File: config.mk
export PLATFORM = sky130hd
export DESIGN_NAME = uart_rx_param
export DESIGN_NICKNAME = d
export VERILOG_FILES = /design/src/rtl/uart_pkg.sv /design/src/rtl/uart_rx_sync.sv /design/src/rtl/uart_rx_param.sv
export SDC_FILE = /design/constraint.sdc
export NUM_CORES = 1
export LEC_CHECK = 0
export ABC_CLOCK_PERIOD_IN_PS = 2500
export CAP_MARGIN = 10
export CORE_MARGIN = 3
export CORE_UTILIZATION = 56
export DETAILED_ROUTE_END_ITERATION = 7
export PLACE_DENSITY = 0.76
export SLEW_MARGIN = 30
export SYNTH_ARGS = -nofsm -noshare
export SYNTH_HDL_FRONTEND = slang
export SYNTH_SLANG_ARGS = --single-unit
export TNS_END_PERCENT = 20
File: constraint.sdc
create_clock -name clk -period 2.5 [get_ports clk]
set_input_delay 0.625 -clock clk [delete_from_list [all_inputs] [get_ports clk]]
set_output_delay 0.625 -clock clk [all_outputs]
set_load 0.03 [all_outputs]
File: src/rtl/uart_pkg.sv
// Shared encodings for the parametrised UART receiver: parity modes and FSM states.
package uart_pkg;

  localparam int PAR_NONE = 0;
  localparam int PAR_ODD  = 1;
  localparam int PAR_EVEN = 2;

  typedef enum logic [2:0] {
    ST_IDLE,
    ST_START,
    ST_DATA,
    ST_PARITY,
    ST_STOP,
    ST_BREAK
  } rx_state_e;

endpackage

File: src/rtl/uart_rx_sync.sv
// Two-flop synchroniser for the asynchronous serial line; resets to the idle (high) level.
module uart_rx_sync (
  input  logic clk,
  input  logic rst,
  input  logic d,
  output logic q
);

  logic sync_p0;
  logic sync_p1;

  always_ff @(posedge clk or negedge rst) begin
    if (!rst) begin
      sync_p0 <= 1'b1;
      sync_p1 <= 1'b1;
    end else begin
      sync_p0 <= d;
      sync_p1 <= sync_p0;
    end
  end

  assign q = sync_p1;

endmodule

File: src/rtl/uart_rx_param.sv
// Parametrised UART receiver: mid-bit sampling FSM, shift register and a one-deep
// valid/ready holding register with framing, parity and overrun flags.
module uart_rx_param
  import uart_pkg::*;
#(
  parameter int CLKS_PER_BIT = 1250,
  parameter int DATA_BITS    = 8,
  parameter int PARITY       = 0,
  parameter int STOP_BITS    = 1
) (
  input  logic                 clk,
  input  logic                 rst,
  input  logic                 rx_data,
  output logic [DATA_BITS-1:0] rx,
  output logic                 rx_valid,
  input  logic                 rx_ready,
  output logic                 frame_err,
  output logic                 parity_err,
  output logic                 overrun,
  output logic                 busy
);

  localparam int CNT_W = $clog2(CLKS_PER_BIT);
  localparam int BIT_W = $clog2(DATA_BITS + 1);
  localparam logic [CNT_W-1:0] HALF_M1   = CNT_W'(CLKS_PER_BIT / 2 - 1);
  localparam logic [CNT_W-1:0] FULL_M1   = CNT_W'(CLKS_PER_BIT - 1);
  localparam logic [BIT_W-1:0] LAST_DATA = BIT_W'(DATA_BITS - 1);
  localparam logic [BIT_W-1:0] LAST_STOP = BIT_W'(STOP_BITS - 1);

  rx_state_e            state;
  rx_state_e            state_nxt;
  logic [CNT_W-1:0]     cnt;
  logic [CNT_W-1:0]     cnt_nxt;
  logic [BIT_W-1:0]     bit_cnt;
  logic [BIT_W-1:0]     bit_cnt_nxt;
  logic                 line_s;
  logic                 half_tick;
  logic                 bit_tick;
  logic                 shift_en;
  logic                 par_en;
  logic                 stop_en;
  logic                 done_nxt;
  logic                 done_p0;
  logic                 ferr_p0;
  logic [DATA_BITS-1:0] shift_p0;
  logic                 pbit_p0;

  function automatic logic calc_parity_err(input logic [DATA_BITS-1:0] d, input logic p);
    logic odd_ones;
    odd_ones = ^{d, p};
    if (PARITY == PAR_ODD)  return ~odd_ones;
    if (PARITY == PAR_EVEN) return odd_ones;
    return 1'b0;
  endfunction

  uart_rx_sync u_sync (
    .clk (clk),
    .rst (rst),
    .d   (rx_data),
    .q   (line_s)
  );

  assign half_tick = (cnt == HALF_M1);
  assign bit_tick  = (cnt == FULL_M1);
  assign busy      = (state != ST_IDLE);

  always_comb begin
    state_nxt   = state;
    cnt_nxt     = cnt + 1'b1;
    bit_cnt_nxt = bit_cnt;
    shift_en    = 1'b0;
    par_en      = 1'b0;
    stop_en     = 1'b0;
    done_nxt    = 1'b0;
    case (state)
      ST_IDLE: begin
        cnt_nxt     = '0;
        bit_cnt_nxt = '0;
        if (!line_s) state_nxt = ST_START;
      end
      ST_START: begin
        if (half_tick) begin
          cnt_nxt   = '0;
          state_nxt = line_s ? ST_IDLE : ST_DATA;
        end
      end
      ST_DATA: begin
        if (bit_tick) begin
          cnt_nxt  = '0;
          shift_en = 1'b1;
          if (bit_cnt == LAST_DATA) begin
            bit_cnt_nxt = '0;
            state_nxt   = (PARITY != PAR_NONE) ? ST_PARITY : ST_STOP;
          end else begin
            bit_cnt_nxt = bit_cnt + 1'b1;
          end
        end
      end
      ST_PARITY: begin
        if (bit_tick) begin
          cnt_nxt   = '0;
          par_en    = 1'b1;
          state_nxt = ST_STOP;
        end
      end
      ST_STOP: begin
        if (bit_tick) begin
          cnt_nxt = '0;
          stop_en = 1'b1;
          if (bit_cnt == LAST_STOP) begin
            bit_cnt_nxt = '0;
            done_nxt    = 1'b1;
            // A low final stop means the line is held low: wait it out before re-arming.
            state_nxt   = line_s ? ST_IDLE : ST_BREAK;
          end else begin
            bit_cnt_nxt = bit_cnt + 1'b1;
          end
        end
      end
      ST_BREAK: begin
        cnt_nxt = '0;
        if (line_s) state_nxt = ST_IDLE;
      end
      default: begin
        state_nxt   = ST_IDLE;
        cnt_nxt     = '0;
        bit_cnt_nxt = '0;
      end
    endcase
  end

  always_ff @(posedge clk or negedge rst) begin
    if (!rst) begin
      state   <= ST_IDLE;
      cnt     <= '0;
      bit_cnt <= '0;
      done_p0 <= 1'b0;
      ferr_p0 <= 1'b0;
    end else begin
      state   <= state_nxt;
      cnt     <= cnt_nxt;
      bit_cnt <= bit_cnt_nxt;
      done_p0 <= done_nxt;
      if (state == ST_IDLE) ferr_p0 <= 1'b0;
      else if (stop_en && !line_s) ferr_p0 <= 1'b1;
    end
  end

  always_ff @(posedge clk) begin
    if (shift_en) shift_p0 <= {line_s, shift_p0[DATA_BITS-1:1]};
    if (par_en)   pbit_p0  <= line_s;
  end

  // Holding register stage: loads one cycle after the final stop sample.
  always_ff @(posedge clk or negedge rst) begin
    if (!rst) begin
      rx         <= '0;
      rx_valid   <= 1'b0;
      frame_err  <= 1'b0;
      parity_err <= 1'b0;
      overrun    <= 1'b0;
    end else if (done_p0) begin
      rx         <= shift_p0;
      frame_err  <= ferr_p0;
      parity_err <= calc_parity_err(shift_p0, pbit_p0);
      rx_valid   <= 1'b1;
      if (rx_valid && !rx_ready) overrun <= 1'b1;
      else if (rx_valid)         overrun <= 1'b0;
    end else if (rx_valid && rx_ready) begin
      rx_valid <= 1'b0;
      overrun  <= 1'b0;
    end
  end

endmodule

# [Word-level counts from Yosys, hierarchy flattened]
# Cells that the tools add are included.
[totals] register_bits=41 input_bits=4 wordCells=79
[classes] n_addsub=2 n_eq_ne=17 mux=32 bitwise=1 n_reduce_logical=15
[op_table] operator="$mux 3" n=9
[op_table] operator="$mux 11" n=2
[op_table] operator="$pmux 11 s2" n=1
[op_table] operator="$pmux 3 s6" n=1
[op_table] operator="$mux 4" n=4
[op_table] operator="$ne 2x2->1 const B" n=7
[op_table] operator="$mux 1" n=13
[op_table] operator="$pmux 4 s3" n=1
[op_table] operator="$add 11x1->11 const B" n=1
[op_table] operator="$eq 11x10->1 const B" n=1
[op_table] operator="$eq 11x11->1 const B" n=1
[op_table] operator="$reduce_and 8->1" n=1
[op_table] operator="$eq 3x2->1 const B" n=2
[op_table] operator="$eq 3x3->1 const B" n=2
[op_table] operator="$reduce_or 3->1" n=2
[op_table] operator="$add 4x1->4 const B" n=1
[op_table] operator="$eq 4x3->1 const B" n=1
[op_table] operator="$logic_not 4->1" n=1
[op_table] operator="$reduce_bool 2->1" n=2
[op_table] operator="$eq 3x1->1 const B" n=1
[op_table] operator="$logic_and 1x1->1" n=3
[op_table] operator="$logic_not 3->1" n=1
[op_table] operator="$ne 3x2->1 const B" n=1
[op_table] operator="$reduce_and 3->1" n=1
[op_table] operator="other kinds (6)" n=7

# [Longest topological paths before layout]
[depth] word_depth=6 ltp_mapped=8 depth_no_buf=7

# [By module]
# Synthesis repeated with hierarchy kept, for this count alone.
[unflattened] cells_unflattened=166 area_unflattened_um2=1894.3
[modules_own_cells] mod="uart_rx_param" instances=1 cells_per_inst=164 area_each_um2=1841.8 seq_area_each_um2=1016.0
[modules_own_cells] mod="uart_rx_sync" instances=1 cells_per_inst=2 area_each_um2=52.6 seq_area_each_um2=52.6

# [Least setup slack after synthesis]
# Ideal clock, no wire load.
[synth_timing] path_kind="register to register" from="reg cnt[2]" to="reg state[1]" t_arrival_ns=2.078 t_required_ns=2.372 setup_slack_ns=0.294 stages_incl_launch_ff=6 path_cell_list="dfrtp_1 -> or4b_4 -> or3_4 -> a31o_4 -> a21boi_2 -> mux2_1"
[synth_between] elab_chain_cells=3
[synth_lines] element="start: declaration" line="uart_rx_param.sv:32" source="logic [CNT_W-1:0] cnt;"
[synth_lines] element="start signal: assignment" line="uart_rx_param.sv:141" source="cnt <= cnt_nxt;"
[synth_lines] element="$eq 11x11->1 / $eq 11x10->1 (equally long branches)" line="uart_rx_param.sv:64, uart_rx_param.sv:63"
[synth_lines] element="$ne 2x2->1 (no source line)"
[synth_lines] element="$reduce_and 8->1 (no source line) *"
[synth_lines] element="end signal: assignment" line="uart_rx_param.sv:140" source="state <= state_nxt;"
[synth_lines] element="end: declaration" line="uart_rx_param.sv:30" source="rx_state_e state;"
# Mark *: on every way between the ends. The rest lies on a longest branch, timed or not.
# A chain may end at the register's enable or synchronous reset.

# [Final worst setup path]
# Ends and elaborated chain as after synthesis.

==> results.tsv <==
metric	value	unit
finalCritPeriodShare	92.6	%
crit_end	state[1]$_DFFE_PN0P_	
ys_ff_latch	41	
grt_pass1_wl	5840	um
mappedNetlistNets	169	
rr_startpoint	cnt[2]$_DFF_PN0_	
drc	0	
synth_edf_count	8	
slew_violations	0	
ir_drop	0.407	mV
wl_met2	1620	um
tns	0	ns
vias	1242	
synth_area	1860	um^2
criticalPathCategory	reg2reg	
grt_pass1_vias	1253	
routedWlPerCell	14.3	um
ctsRootBufferMaster	clkbuf_4	
grt_max_degree	34	
final_nets	190	
crit_arrival	2.55	ns
ioPinCount	17	
mostFrequentLayoutCells	31 x dfrtp_1, 17 x nor2_1, 14 x clkdlybuf4s50_1	
rrSetupSlack	0.19	ns
cts_hold_buf	0	
fp.dieH	63.7	um
antenna_found_initial	0	
syn2layout_area_growth	14.8	%
skew	0.0201	ns
cts.sink_count	41	
antennaDiodeCount	0	
yosysUniqueCellTypes	43	
r2r_cells	5	
synth_seq_area_share	57.4	%
cts_tree	built	
wirelength	3240	um
avgSynthCellArea	11.6	um^2
grt_setup_unrepaired	false	
overflow	0	
viasPerCell	5.50	
htree_levels	2	
clk_latency	0.35	ns
timing.fmax	432	MHz
hp-class	reg2reg	
hpwl	2380	um
synthFlopType	dfrtp_1	
clockBufferDepth	2	
final_common_cell	dfrtp_1	
io_buffers	15	
finalHoldViolations	0	
start_util	60.0	%
fin_util	68.9	%
postPlaceCellArea	2080	um^2
die_w	63.7	um
netlist_instances	160	
core_area	3100	um^2
placementRows	20	
min_path_cells	0	
end_kind	flop	
worstReg2RegEnd	state[1]$_DFFE_PN0P_	
drtIter0Drc	45	
status	complete, no violations	
finalSetupViolations	0	
max-cap-violations	0	
met3WireLength	154	um
cts_buffers	5	
top_layer_used	met4	
fin_area	2140	um^2
grtUsageTotal	18.8	%
p_leak	0.933	nW
drive_gt1_share	15.4	%
wl_met1	1420	um
period_needed	2.31	ns
cts_setup_buffers	0	
power_density	473	nW/um^2
setup.worst_path.start_class	flop	
ant_nets	0	
cp-startpoint	cnt[2]$_DFF_PN0_	
crit_fanout	5	
worstPathRequired	2.74	ns
die-area	4050	um^2
synth-warning-count	0	
gp_congestion	0.903	
clk_pin_slew	0.11	ns
dr.pass1.iters	4	
async_flop_share	80.5	%
==> power breakdown <==
part | leakage [nW] | switching, mW | internal (mW)
registers | 0.506 | 0.00121 | 0.682
logic | 0.401 | 0.0136 | 0.00630
clock network | 0.0259 | 0.201 | 0.107
total | 0.933 | 0.215 | 0.795
==> critical path, stage by stage, from the launching register on <==
cell      delay (ns)
dfrtp_1         0.45
or4b_4          0.56
or3_4           0.42
a31o_4          0.27
a21boi_2        0.16
mux2_1          0.34
==> logic make-up (layout without fill, tap and decap cells) <==
| family | count (synthesis) | after routing | synth area share, % |
|---|---|---|---|
| simple gates | 55 | 55 | 15.9 |
| flops | 41 | 41 | 57.4 |
| other cells | 1 | 1 | 0.201 |
| mux | 10 | 10 | 6.05 |
| compound gates | 24 | 24 | 9.34 |
| xor+xnor | 10 | 10 | 4.70 |
| fa+ha+maj | 5 | 5 | 3.36 |
| buf+inv | 14 | 36 | 3.09 |
==> what timing repair did <==
action,in CTS,in global routing
hold endpoints to repair,0,0
resized for setup,1,1
pin swaps,0,0
endpoints found under the setup margin,1,1
==> Yosys cell counts, types with 2 or more instances <==
cell type	n	area share (%)
nor3_1	5	1.3
nand4b_1	2	0.94
dfstp_2	2	2.8
nor4_1	2	0.67
o21ai_0	3	0.81
a21oi_1	8	2.2
dfrtp_1	31	42
a2bb2oi_1	2	0.94
xnor2_1	3	1.4
ha_1	5	3.4
a21o_1	2	0.81
edfxtp_1	8	13
nand2_1	7	1.4
nand3_1	6	1.6
clkbuf_1	4	0.81
inv_1	8	1.6
nor3b_1	2	0.81
nor2_1	17	3.4
nand2b_1	4	1.3
mux2_2	9	5.4
xor2_1	7	3.3
nand4_1	2	0.67
==> state kept, by name, summed over array words and instances (netlist names) <==
name            cells
cnt                11
rx                  8
shift_p0            8
bit_cnt             4
state               3
done_p0             1
ferr_p0             1
frame_err           1
overrun             1
rx_valid            1
u_sync.q            1
u_sync.sync_p0      1
==> per-stage QoR <==
step / std cells / hold slack, ns / total power [mW] / worst slack [ns]
2_1_floorplan: 160 / 0.329 / 0.701 / 0.294
3_3_place_gp: 218 / 0.347 / 0.717 / 0.258
3_5_place_dp: 218 / 0.350 / 0.717 / 0.215
4_1_cts: 226 / 0.364 / 1.02 / 0.0925
5_1_grt: 226 / 0.367 / 1.05 / 0.145
6_report: 226 / 0.361 / 1.01 / 0.185
==> routing by layer <==
| layer | track usage [%] | vias up |
|---|---|---|
| met5 | 0 | - |
| met1 | 22.8 | 615 |
| met3 | 5.35 | 7 |
| met2 | 31.2 | 22 |
| met4 | 8.09 | 0 |
| li1 | - | 598 |
==> area by class of cell <==
| type | count | area [um^2] |
|---|---|---|
| Fill cell | 245 | 966 |
| Clock buffer | 6 | 41.3 |
| Inverter | 8 | 30.0 |
| Tap cell | 44 | 55.1 |
| Multi-Input combinational cell | 105 | 741 |
| Timing Repair Buffer | 20 | 190 |
| Clock inverter | 2 | 11.3 |
| Sequential cell | 41 | 1070 |
==> worst min-delay path by stage <==
stage,from,to,slack (ns)
floorplan,rst,bit_cnt[0]$_DFFE_PN0P_,0.33
global placement,u_sync.sync_p0$_DFF_PN1_,u_sync.q$_DFF_PN1_,0.35
detailed placement,u_sync.sync_p0$_DFF_PN1_,u_sync.q$_DFF_PN1_,0.35
CTS,u_sync.sync_p0$_DFF_PN1_,u_sync.q$_DFF_PN1_,0.36
global route,u_sync.sync_p0$_DFF_PN1_,u_sync.q$_DFF_PN1_,0.37
finish,u_sync.sync_p0$_DFF_PN1_,u_sync.q$_DFF_PN1_,0.36
(Power assumes the default switching activity.)
